$ cat config.mk
export PLATFORM = sky130hd
export DESIGN_NAME = patch_reducer_scheduler_flat
export DESIGN_NICKNAME = d
export VERILOG_FILES = /design/src/rtl/patch_reducer_scheduler_pkg.sv /design/src/rtl/patch_reducer_scheduler_if.sv /design/src/rtl/patch_reducer_scheduler_rr_arbiter.sv /design/src/rtl/patch_reducer_scheduler.sv /design/src/flat_wrapper.sv
export SDC_FILE = /design/constraint.sdc
export NUM_CORES = 1
export LEC_CHECK = 0
export CELL_PAD_IN_SITES_DETAIL_PLACEMENT = 1
export CELL_PAD_IN_SITES_GLOBAL_PLACEMENT = 1
export CORE_AREA = 2 2 282 284
export CTS_CLUSTER_SIZE = 28
export DETAILED_ROUTE_END_ITERATION = 10
export DIE_AREA = 0 0 284 286
export GPL_TIMING_DRIVEN = 0
export PLACE_DENSITY_LB_ADDON = 0.1
export SLEW_MARGIN = 20
export SYNTH_ARGS = -nofsm -noshare
export SYNTH_HDL_FRONTEND = slang
export SYNTH_SLANG_ARGS = --single-unit
$ cat constraint.sdc
create_clock -name dram_clk -period 3.2 [get_ports dram_clk]
set_input_delay 0.32 -clock dram_clk [delete_from_list [all_inputs] [get_ports dram_clk]]
set_output_delay 0.32 -clock dram_clk [all_outputs]
set_load 0.1 [all_outputs]
$ cat src/rtl/patch_reducer_scheduler_pkg.sv
// Shared types and helpers for the patch-row reducer pool scheduler.
// No logic of its own; consumed by the interface, arbiter and top.
// Per-reducer life cycle: FREE -> BUSY (init issued) -> HELD (sum captured) -> FREE.
package patch_reducer_scheduler_pkg;

    // Per-reducer state; encodings are fixed so they read the same in waveforms
    typedef enum logic [1:0] {
        ST_FREE = 2'd0,
        ST_BUSY = 2'd1,
        ST_HELD = 2'd2
    } red_state_e;

    // Ceiling log2, used to size reducer indices and owner fields
    function automatic int log2(input int value);
        int result;
        result = 0;
        for (int i = 0; i < 31; i++) begin
            if ((1 << i) < value) result = i + 1;
        end
        return result;
    endfunction

endpackage

$ cat src/rtl/patch_reducer_scheduler_if.sv
// Bundle of config, reducer-pool and result-stream signals for the scheduler.
// Pure wiring, no latency.
// cfg_valid/cfg_ack and out_valid/out_ack are valid/ack handshakes; red_* are pulses.
interface patch_reducer_scheduler_if #(
    parameter int N_PATCH_REDUCER = 4,
    parameter int APP_DATA_WIDTH  = 256,
    parameter int N_ROW_SIZE      = 11,
    parameter int FP_SIZE         = 32,
    parameter int IDX_W           = patch_reducer_scheduler_pkg::log2(N_PATCH_REDUCER)
) ();
    // config stream from DRAM
    logic                               cfg_valid;
    logic [N_ROW_SIZE-1:0]              cfg_row;
    logic [APP_DATA_WIDTH-1:0]          cfg_data;
    logic                               cfg_ack;
    // reducer pool
    logic [N_PATCH_REDUCER-1:0]         red_init;
    logic [N_ROW_SIZE-1:0]              red_n_row;
    logic [APP_DATA_WIDTH-1:0]          red_config_data;
    logic [N_PATCH_REDUCER-1:0]         red_sum_rdy;
    logic [N_PATCH_REDUCER*FP_SIZE-1:0] red_sum;
    logic [N_PATCH_REDUCER*IDX_W-1:0]   red_owner;
    // result stream toward the patch accumulator
    logic                               out_valid;
    logic [FP_SIZE-1:0]                 out_sum;
    logic [IDX_W-1:0]                   out_owner;
    logic [IDX_W-1:0]                   out_src;
    logic                               out_ack;
    // status
    logic [IDX_W:0]                     n_busy;
    logic                               err_spurious;

    modport master (
        input  cfg_valid, cfg_row, cfg_data, red_sum_rdy, red_sum, red_owner, out_ack,
        output cfg_ack, red_init, red_n_row, red_config_data,
               out_valid, out_sum, out_owner, out_src, n_busy, err_spurious
    );

    modport slave (
        output cfg_valid, cfg_row, cfg_data, red_sum_rdy, red_sum, red_owner, out_ack,
        input  cfg_ack, red_init, red_n_row, red_config_data,
               out_valid, out_sum, out_owner, out_src, n_busy, err_spurious
    );

endinterface

$ cat src/rtl/patch_reducer_scheduler_rr_arbiter.sv
// Round-robin arbiter: one-hot grant and index of the first request at or after the pointer.
// Grant is combinational; pointer moves to grant+1 on the edge where advance is high.
// No backpressure of its own; the caller only strobes advance when the grant is consumed.
module rr_arbiter
    import patch_reducer_scheduler_pkg::*;
#(
    parameter int N     = 4,
    parameter int IDX_W = log2(N)
) (
    input  logic             dram_clk,
    input  logic             reset_n,
    input  logic [N-1:0]     req,
    input  logic             advance,
    output logic [N-1:0]     gnt,
    output logic [IDX_W-1:0] gnt_idx
);
    logic [IDX_W-1:0] ptr_q, ptr_d;

    // Scan requests starting at the pointer; N is a power of two so the index wraps for free
    always_comb begin
        logic [IDX_W-1:0] idx;
        logic             found;
        idx     = '0;
        found   = 1'b0;
        gnt     = '0;
        gnt_idx = '0;
        for (int i = 0; i < N; i++) begin
            idx = ptr_q + IDX_W'(i);
            if (!found && req[idx]) begin
                found    = 1'b1;
                gnt_idx  = idx;
                gnt[idx] = 1'b1;
            end
        end
    end

    // Next search begins just after the index that was granted
    always_comb begin
        ptr_d = ptr_q;
        if (advance) ptr_d = gnt_idx + IDX_W'(1);
    end

    // Pointer register
    always_ff @(posedge dram_clk or negedge reset_n) begin
        if (!reset_n) ptr_q <= '0;
        else          ptr_q <= ptr_d;
    end

endmodule

$ cat src/rtl/patch_reducer_scheduler.sv
// Allocates config words to a pool of row reducers and drains their sums round-robin.
// Latency: cfg accept -> red_init next cycle; sum_rdy -> out_valid two cycles later.
// cfg_ack drops when no reducer is free; output register holds until out_ack.
module patch_reducer_scheduler
    import patch_reducer_scheduler_pkg::*;
#(
    parameter int N_PATCH_REDUCER = 4,
    parameter int APP_DATA_WIDTH  = 256,
    parameter int N_ROW_SIZE      = 11,
    parameter int FP_SIZE         = 32
) (
    input  logic                      dram_clk,
    input  logic                      reset_n,
    patch_reducer_scheduler_if.master bus
);
    localparam int N     = N_PATCH_REDUCER;
    localparam int IDX_W = log2(N_PATCH_REDUCER);
    localparam int CNT_W = IDX_W + 1;
    localparam logic [N-1:0] ONE = {{(N-1){1'b0}}, 1'b1};

    red_state_e                state_q [N];
    red_state_e                state_d [N];
    logic [FP_SIZE-1:0]        hold_sum_q [N];
    logic [FP_SIZE-1:0]        hold_sum_d [N];
    logic [IDX_W-1:0]          hold_own_q [N];
    logic [IDX_W-1:0]          hold_own_d [N];
    logic [N-1:0]              red_init_q, red_init_d;
    logic [N_ROW_SIZE-1:0]     red_n_row_q, red_n_row_d;
    logic [APP_DATA_WIDTH-1:0] red_cfg_q, red_cfg_d;
    logic                      out_valid_q, out_valid_d;
    logic [FP_SIZE-1:0]        out_sum_q, out_sum_d;
    logic [IDX_W-1:0]          out_owner_q, out_owner_d;
    logic [IDX_W-1:0]          out_src_q, out_src_d;
    logic                      err_q, err_d;

    logic [N-1:0]              free_vec, held_vec, alloc_oh, gnt;
    logic [IDX_W-1:0]          gnt_idx;
    logic                      accept, out_load, advance;
    logic [CNT_W-1:0]          n_busy_cnt;

    // Decode per-reducer state into FREE/HELD vectors and count occupied reducers
    always_comb begin
        free_vec   = '0;
        held_vec   = '0;
        n_busy_cnt = '0;
        for (int k = 0; k < N; k++) begin
            free_vec[k] = (state_q[k] == ST_FREE);
            held_vec[k] = (state_q[k] == ST_HELD);
            if (state_q[k] != ST_FREE) n_busy_cnt = n_busy_cnt + CNT_W'(1);
        end
    end

    // Lowest-index free reducer wins allocation (isolate lowest set bit)
    assign alloc_oh = free_vec & (~free_vec + ONE);
    assign accept   = bus.cfg_valid & (|free_vec);
    // Output register refills when empty or being consumed this cycle
    assign out_load = ~out_valid_q | bus.out_ack;
    assign advance  = out_load & (|held_vec);

    rr_arbiter #(.N(N), .IDX_W(IDX_W)) u_rr_arbiter (
        .dram_clk (dram_clk),
        .reset_n  (reset_n),
        .req      (held_vec),
        .advance  (advance),
        .gnt      (gnt),
        .gnt_idx  (gnt_idx)
    );

    // Reducer life cycle: allocation, sum capture and drain target disjoint reducers
    always_comb begin
        state_d = state_q;
        for (int k = 0; k < N; k++) begin
            if (accept && alloc_oh[k])                        state_d[k] = ST_BUSY;
            if (bus.red_sum_rdy[k] && state_q[k] == ST_BUSY)  state_d[k] = ST_HELD;
            if (advance && gnt[k])                            state_d[k] = ST_FREE;
        end
    end

    // Reducer state register
    always_ff @(posedge dram_clk or negedge reset_n) begin
        if (!reset_n) begin
            for (int k = 0; k < N; k++) state_q[k] <= ST_FREE;
        end else begin
            state_q <= state_d;
        end
    end

    // Datapath next values: init pulse, sum holding registers, output register, error flag
    always_comb begin
        hold_sum_d  = hold_sum_q;
        hold_own_d  = hold_own_q;
        red_init_d  = '0;
        red_n_row_d = red_n_row_q;
        red_cfg_d   = red_cfg_q;
        out_valid_d = out_valid_q;
        out_sum_d   = out_sum_q;
        out_owner_d = out_owner_q;
        out_src_d   = out_src_q;
        err_d       = err_q;
        if (accept) begin
            red_init_d  = alloc_oh;
            red_n_row_d = bus.cfg_row;
            red_cfg_d   = bus.cfg_data;
        end
        for (int k = 0; k < N; k++) begin
            if (bus.red_sum_rdy[k]) begin
                if (state_q[k] == ST_BUSY) begin
                    hold_sum_d[k] = bus.red_sum[k*FP_SIZE +: FP_SIZE];
                    hold_own_d[k] = bus.red_owner[k*IDX_W +: IDX_W];
                end else begin
                    // a pulse from an idle or already-held reducer is dropped and flagged
                    err_d = 1'b1;
                end
            end
        end
        if (out_load) begin
            out_valid_d = advance;
            if (advance) begin
                out_sum_d   = hold_sum_q[gnt_idx];
                out_owner_d = hold_own_q[gnt_idx];
                out_src_d   = gnt_idx;
            end
        end
    end

    // Datapath registers
    always_ff @(posedge dram_clk or negedge reset_n) begin
        if (!reset_n) begin
            for (int k = 0; k < N; k++) begin
                hold_sum_q[k] <= '0;
                hold_own_q[k] <= '0;
            end
            red_init_q  <= '0;
            red_n_row_q <= '0;
            red_cfg_q   <= '0;
            out_valid_q <= 1'b0;
            out_sum_q   <= '0;
            out_owner_q <= '0;
            out_src_q   <= '0;
            err_q       <= 1'b0;
        end else begin
            hold_sum_q  <= hold_sum_d;
            hold_own_q  <= hold_own_d;
            red_init_q  <= red_init_d;
            red_n_row_q <= red_n_row_d;
            red_cfg_q   <= red_cfg_d;
            out_valid_q <= out_valid_d;
            out_sum_q   <= out_sum_d;
            out_owner_q <= out_owner_d;
            out_src_q   <= out_src_d;
            err_q       <= err_d;
        end
    end

    assign bus.cfg_ack         = |free_vec;
    assign bus.red_init        = red_init_q;
    assign bus.red_n_row       = red_n_row_q;
    assign bus.red_config_data = red_cfg_q;
    assign bus.out_valid       = out_valid_q;
    assign bus.out_sum         = out_sum_q;
    assign bus.out_owner       = out_owner_q;
    assign bus.out_src         = out_src_q;
    assign bus.n_busy          = n_busy_cnt;
    assign bus.err_spurious    = err_q;

endmodule

$ cat src/flat_wrapper.sv
// flat-port wrapper written by rule: the top's interface ports become plain ports
module patch_reducer_scheduler_flat import patch_reducer_scheduler_pkg::*;
#(
    parameter int N_PATCH_REDUCER = 4,
    parameter int APP_DATA_WIDTH  = 256,
    parameter int N_ROW_SIZE      = 11,
    parameter int FP_SIZE         = 32
)
  (dram_clk, reset_n, bus_cfg_valid, bus_cfg_row, bus_cfg_data, bus_red_sum_rdy, bus_red_sum, bus_red_owner, bus_out_ack, bus_cfg_ack, bus_red_init, bus_red_n_row, bus_red_config_data, bus_out_valid, bus_out_sum, bus_out_owner, bus_out_src, bus_n_busy, bus_err_spurious);
  patch_reducer_scheduler_if #(.N_PATCH_REDUCER(N_PATCH_REDUCER), .APP_DATA_WIDTH(APP_DATA_WIDTH), .N_ROW_SIZE(N_ROW_SIZE), .FP_SIZE(FP_SIZE)) bus_i ();
  input  logic dram_clk;
  input  logic reset_n;
  input wire logic [$bits(bus_i.cfg_valid)-1:0] bus_cfg_valid;
  input wire logic [$bits(bus_i.cfg_row)-1:0] bus_cfg_row;
  input wire logic [$bits(bus_i.cfg_data)-1:0] bus_cfg_data;
  input wire logic [$bits(bus_i.red_sum_rdy)-1:0] bus_red_sum_rdy;
  input wire logic [$bits(bus_i.red_sum)-1:0] bus_red_sum;
  input wire logic [$bits(bus_i.red_owner)-1:0] bus_red_owner;
  input wire logic [$bits(bus_i.out_ack)-1:0] bus_out_ack;
  output wire logic [$bits(bus_i.cfg_ack)-1:0] bus_cfg_ack;
  output wire logic [$bits(bus_i.red_init)-1:0] bus_red_init;
  output wire logic [$bits(bus_i.red_n_row)-1:0] bus_red_n_row;
  output wire logic [$bits(bus_i.red_config_data)-1:0] bus_red_config_data;
  output wire logic [$bits(bus_i.out_valid)-1:0] bus_out_valid;
  output wire logic [$bits(bus_i.out_sum)-1:0] bus_out_sum;
  output wire logic [$bits(bus_i.out_owner)-1:0] bus_out_owner;
  output wire logic [$bits(bus_i.out_src)-1:0] bus_out_src;
  output wire logic [$bits(bus_i.n_busy)-1:0] bus_n_busy;
  output wire logic [$bits(bus_i.err_spurious)-1:0] bus_err_spurious;
  assign bus_i.cfg_valid = bus_cfg_valid;
  assign bus_i.cfg_row = bus_cfg_row;
  assign bus_i.cfg_data = bus_cfg_data;
  assign bus_i.red_sum_rdy = bus_red_sum_rdy;
  assign bus_i.red_sum = bus_red_sum;
  assign bus_i.red_owner = bus_red_owner;
  assign bus_i.out_ack = bus_out_ack;
  assign bus_cfg_ack = bus_i.cfg_ack;
  assign bus_red_init = bus_i.red_init;
  assign bus_red_n_row = bus_i.red_n_row;
  assign bus_red_config_data = bus_i.red_config_data;
  assign bus_out_valid = bus_i.out_valid;
  assign bus_out_sum = bus_i.out_sum;
  assign bus_out_owner = bus_i.out_owner;
  assign bus_out_src = bus_i.out_src;
  assign bus_n_busy = bus_i.n_busy;
  assign bus_err_spurious = bus_i.err_spurious;
  patch_reducer_scheduler #(.N_PATCH_REDUCER(N_PATCH_REDUCER), .APP_DATA_WIDTH(APP_DATA_WIDTH), .N_ROW_SIZE(N_ROW_SIZE), .FP_SIZE(FP_SIZE)) u_core (.dram_clk(dram_clk), .reset_n(reset_n), .bus(bus_i));
endmodule
==> impl_metrics.csv <==
group,metric,value,unit
outcome,status,"complete, no violations",
die,core-area,0.0784,mm^2
cells_and_area,syn2layout_area_growth,57.1,%
timing,fin_ws,0.222,ns
cells_and_area,nets,3115,
place,io_buffers,723,
worst_setup_path,crit_fanout,7,
cells_and_area,final_util,37.1,%
worst_setup_path,reg2reg_to,"u_core.bus.out_sum[20]$_DFFE_PN0P_",
worst_setup_path,crit_cells,7,
worst_setup_path,slowest_delay,0.47,ns
place,placed_cells,3683,
synth,async_flop_share,100,%
die,start_util,23.6,%
global_route,grt-ovfl-total,0,
global_route,antenna_found_initial,28,
detailed_routing,dr_total_vias,16300,
clock_tree,clkLatencyLatePin,0.61,ns
cells_and_area,instances_no_fill,3790,
synth,yosysUniqueCellTypes,49,
worst_setup_path,startpoint_type,"flip-flop",
synth,ys_seq_area_share,61.5,%
synth,synth_top_area_share,61.5,%
clock_tree,cts-htree-levels,2,
timing,period_minus_slack,2.98,ns
worst_setup_path,path_buf_inv,2,
clock_tree,post_cts_buffers,0,
global_route,grt_max_degree,90,
timing,max_slew_margin,20.9,%
worst_setup_path,r2r_start,"u_core.u_rr_arbiter.ptr_q[1]$_DFFE_PN0P_",
worst_setup_path,required,2.88,ns
place,pre_cts_ws,-0.202,ns
worst_setup_path,cp_cell_sequence,"nor2_4 > inv_1 > ha_1 > xnor2_2 > ha_1 > mux2_2 > buf_4",
die,row_count,103,
timing,tightest_slew,1.18,ns
synth,ys_top_cells_by_area,"dfrtp_1 (62%), nand2_1 (21%), mux2_2 (4.2%)",
detailed_routing,viasPerCell,4.30,
worst_setup_path,critPathCapture,"bus_n_busy[1]",
worst_setup_path,crit_path_frequent_cell,"ha_1",
worst_setup_path,reg2reg_slack,0.27,ns
detailed_routing,topRoutingLayerUsed,"met5",
min_path,worstHoldPathType,"in2reg",
synth,yosysWarnings,0,
clock_tree,path_clk_slew,0.06,ns
detailed_routing,drc,0,
worst_setup_path,slowest_stage,"dfrtp_1",
detailed_routing,met1_length,32100,um
detailed_routing,routed_wl,84400,um
timing,setup-tns-final,0,ns
job,maxCapViolCount,0,
timing,rsz0062_at_grt,"no",
clock_tree,cts_sinks,455,
timing,max_freq,336,MHz
global_route,grt_util_all_layers,20.4,%
worst_setup_path,arrival,2.66,ns
detailed_routing,drtPass1Iterations,6,
detailed_routing,drtAntennaViolNets,0,
timing,timing.final.crit_share,93.1,%
synth,synth_seq_cells,455,
cells_and_area,fill_cells,8985,
synth,synth_edf_count,0,
synth,synthCells,1904,
clock_tree,clockBufferDepth,3,
worst_setup_path,cp-end-kind,"primary output",
cells_and_area,drive_gt1_share,8.39,%
synth,synth_top_area_cell,"dfrtp_1",
die,die_h,286,um
place,hpwlAfterDp,65500,um
worst_setup_path,reg2reg_depth,9,
die,dieArea,0.0812,mm^2
detailed_routing,drt_iter0_markers,788,
clock_tree,tritoncts,"built",
die,io_pins,724,
global_route,grt_pass1_vias,18400,
clock_tree,cts-root-buf,"clkbuf_16",
die,fp.dieW,284,um
worst_setup_path,cp_top_family,"adder cells",
timing,drv_slew,0,
timing,skew,0.0244,ns
clock_tree,cts_inserted_buffers,56,
synth,syn_area_per_cell,9.72,um^2
worst_setup_path,path_class,"reg2out",
synth,syn-cell-area,0.0185,mm^2
synth,synth_nets,2327,
detailed_routing,routed-wl-met3,7050,um
worst_setup_path,startpoint,"u_core.state_q[6]$_DFFE_PN0P_",
detailed_routing,wl_per_cell,22.3,um
timing,finalSetupViolCount,0,
global_route,grt_pass1_wl,124000,um
detailed_routing,met2_length,42500,um
place,routabilityCongestion,0.842,
synth,synth_flop_cell,"dfrtp_1",
timing,hold_viol,0,
-- cells in the final DEF, fill, tap and decap left out, types with 3 or more instances in the layout --
cell | synthesis | routed
a21oi_1 | 4 | 4
a22oi_1 | 3 | 3
a31oi_1 | 3 | 3
and2_1 | 3 | 3
buf_1 | 4 | 4
buf_16 | 0 | 6
buf_2 | 19 | 27
buf_4 | 8 | 6
buf_6 | 6 | 10
bufinv_16 | 0 | 3
clkbuf_1 | 64 | 76
clkbuf_16 | 0 | 57
clkbuf_2 | 0 | 3
clkbuf_8 | 0 | 13
clkdlybuf4s50_1 | 0 | 709
clkinv_2 | 0 | 7
dfrtp_1 | 455 | 454
diode_2 | 0 | 9
ha_1 | 12 | 12
inv_1 | 10 | 10
mux2_2 | 69 | 69
mux2i_1 | 71 | 68
mux2i_2 | 0 | 3
nand2_1 | 1056 | 1055
nand2b_1 | 6 | 6
nand3_1 | 3 | 3
nand3b_1 | 5 | 5
nand4_1 | 3 | 3
nor2_1 | 13 | 11
nor2b_1 | 5 | 5
o2111ai_1 | 3 | 3
o21ai_0 | 14 | 14
o221ai_1 | 27 | 27
o221ai_2 | 8 | 8
-- sequential cells by signal (all words and copies together), names as in the netlist --
signal,cells
u_core.bus.err_spurious,1
u_core.bus.out_owner,2
u_core.bus.out_src,2
u_core.bus.out_sum,32
u_core.bus.out_valid,1
u_core.bus.red_config_data,256
u_core.bus.red_init,4
u_core.bus.red_n_row,11
u_core.hold_own_q,8
u_core.hold_sum_q,128
u_core.state_q,8
u_core.u_rr_arbiter.ptr_q,2
-- worst register-to-register path, delay by kind of cell, from the launching register on --
kind,cells,cell delay [ns]
compound gates,2,0.40
buf+inv,4,0.87
fa+ha+maj,1,0.41
mux,1,0.32
simple gates,1,0.22
flops,1,0.57
-- layer usage --
metal	vias to the layer above	global-route usage (%)
li1	7612	-
met4	36	7.03
met1	8025	22.8
met2	483	35.8
met3	146	7.64
met5	-	0
-- worst min-delay path by stage --
| stage | from | end | slack (ns) | cells past startpoint |
|---|---|---|---|---|
| floorplan | reset_n | u_core.bus.err_spurious$_DFF_PN0_ | 0.02 | 0 |
| global placement | u_core.hold_own_q[5]$_DFFE_PN0P_ | u_core.hold_own_q[5]$_DFFE_PN0P_ | 0.46 | 2 |
| detailed placement | reset_n | u_core.state_q[2]$_DFFE_PN0P_ | 0.30 | 1 |
| CTS | bus_cfg_data[89] | u_core.bus.red_config_data[89]$_DFFE_PN0P_ | 0.20 | 3 |
| global route | bus_cfg_data[76] | u_core.bus.red_config_data[76]$_DFFE_PN0P_ | 0.22 | 3 |
| finish | bus_cfg_data[89] | u_core.bus.red_config_data[89]$_DFFE_PN0P_ | 0.23 | 3 |
-- Yosys cell counts, types with 2 or more instances --
master and count:
mux4_2 2, nand4_1 3, buf_1 4, nand2b_1 6, inv_1 10, clkinv_1 2
nor2_1 13, nor3_1 2, xor2_1 2, a21oi_1 4, buf_2 19, o221ai_2 8
buf_6 6, o2111ai_1 3, clkbuf_1 64, mux2i_1 71, xnor2_1 2, a22oi_1 3
a211oi_1 2, nand3_1 3, dfrtp_1 455, nand3b_1 5, nand2_1 1056, o21ai_0 14
a31oi_1 3, nor2b_1 5, buf_4 8, and2_1 3, o221ai_1 27, ha_1 12
mux2_2 69
-- timing repair --
action                                  4_1_cts  5_1_grt
hold endpoints to repair                     54        0
endpoints found under the setup margin       24      117
resized for setup                            18       21
hold buffers                                  1        0
-- stage by stage --
stage          hold slack [ns]  area (um^2)
2_1_floorplan           0.0244        18500
3_3_place_gp             0.457        27100
3_5_place_dp             0.298        27200
4_1_cts                  0.200        29000
5_1_grt                  0.219        29100
6_report                 0.235        29100
-- kinds of logic after synthesis --
group / share of synthesized area, %
simple gates: 23.0
fa+ha+maj: 0.812
mux: 8.29
xor+xnor: 0.189
compound gates: 3.38
buf+inv: 2.83
flops: 61.5
-- area by class of cell --
type | count | area [um^2] | area share (%)
multi-input combinational | 1336 | 6630 | 22.8
clock inverter | 11 | 133 | 0.456
antenna | 9 | 22.5 | 0.0775
inverter | 12 | 45.0 | 0.155
tap | 1050 | 1310 | 4.52
buffer | 101 | 499 | 1.72
timing repair buffer | 730 | 7370 | 25.4
sequential | 455 | 11400 | 39.2
clock buffer | 86 | 1670 | 5.73
Power is left out: the tool's default activity adds up to more than one toggle a clock period on the data nets, which glitch-free logic cannot reach.
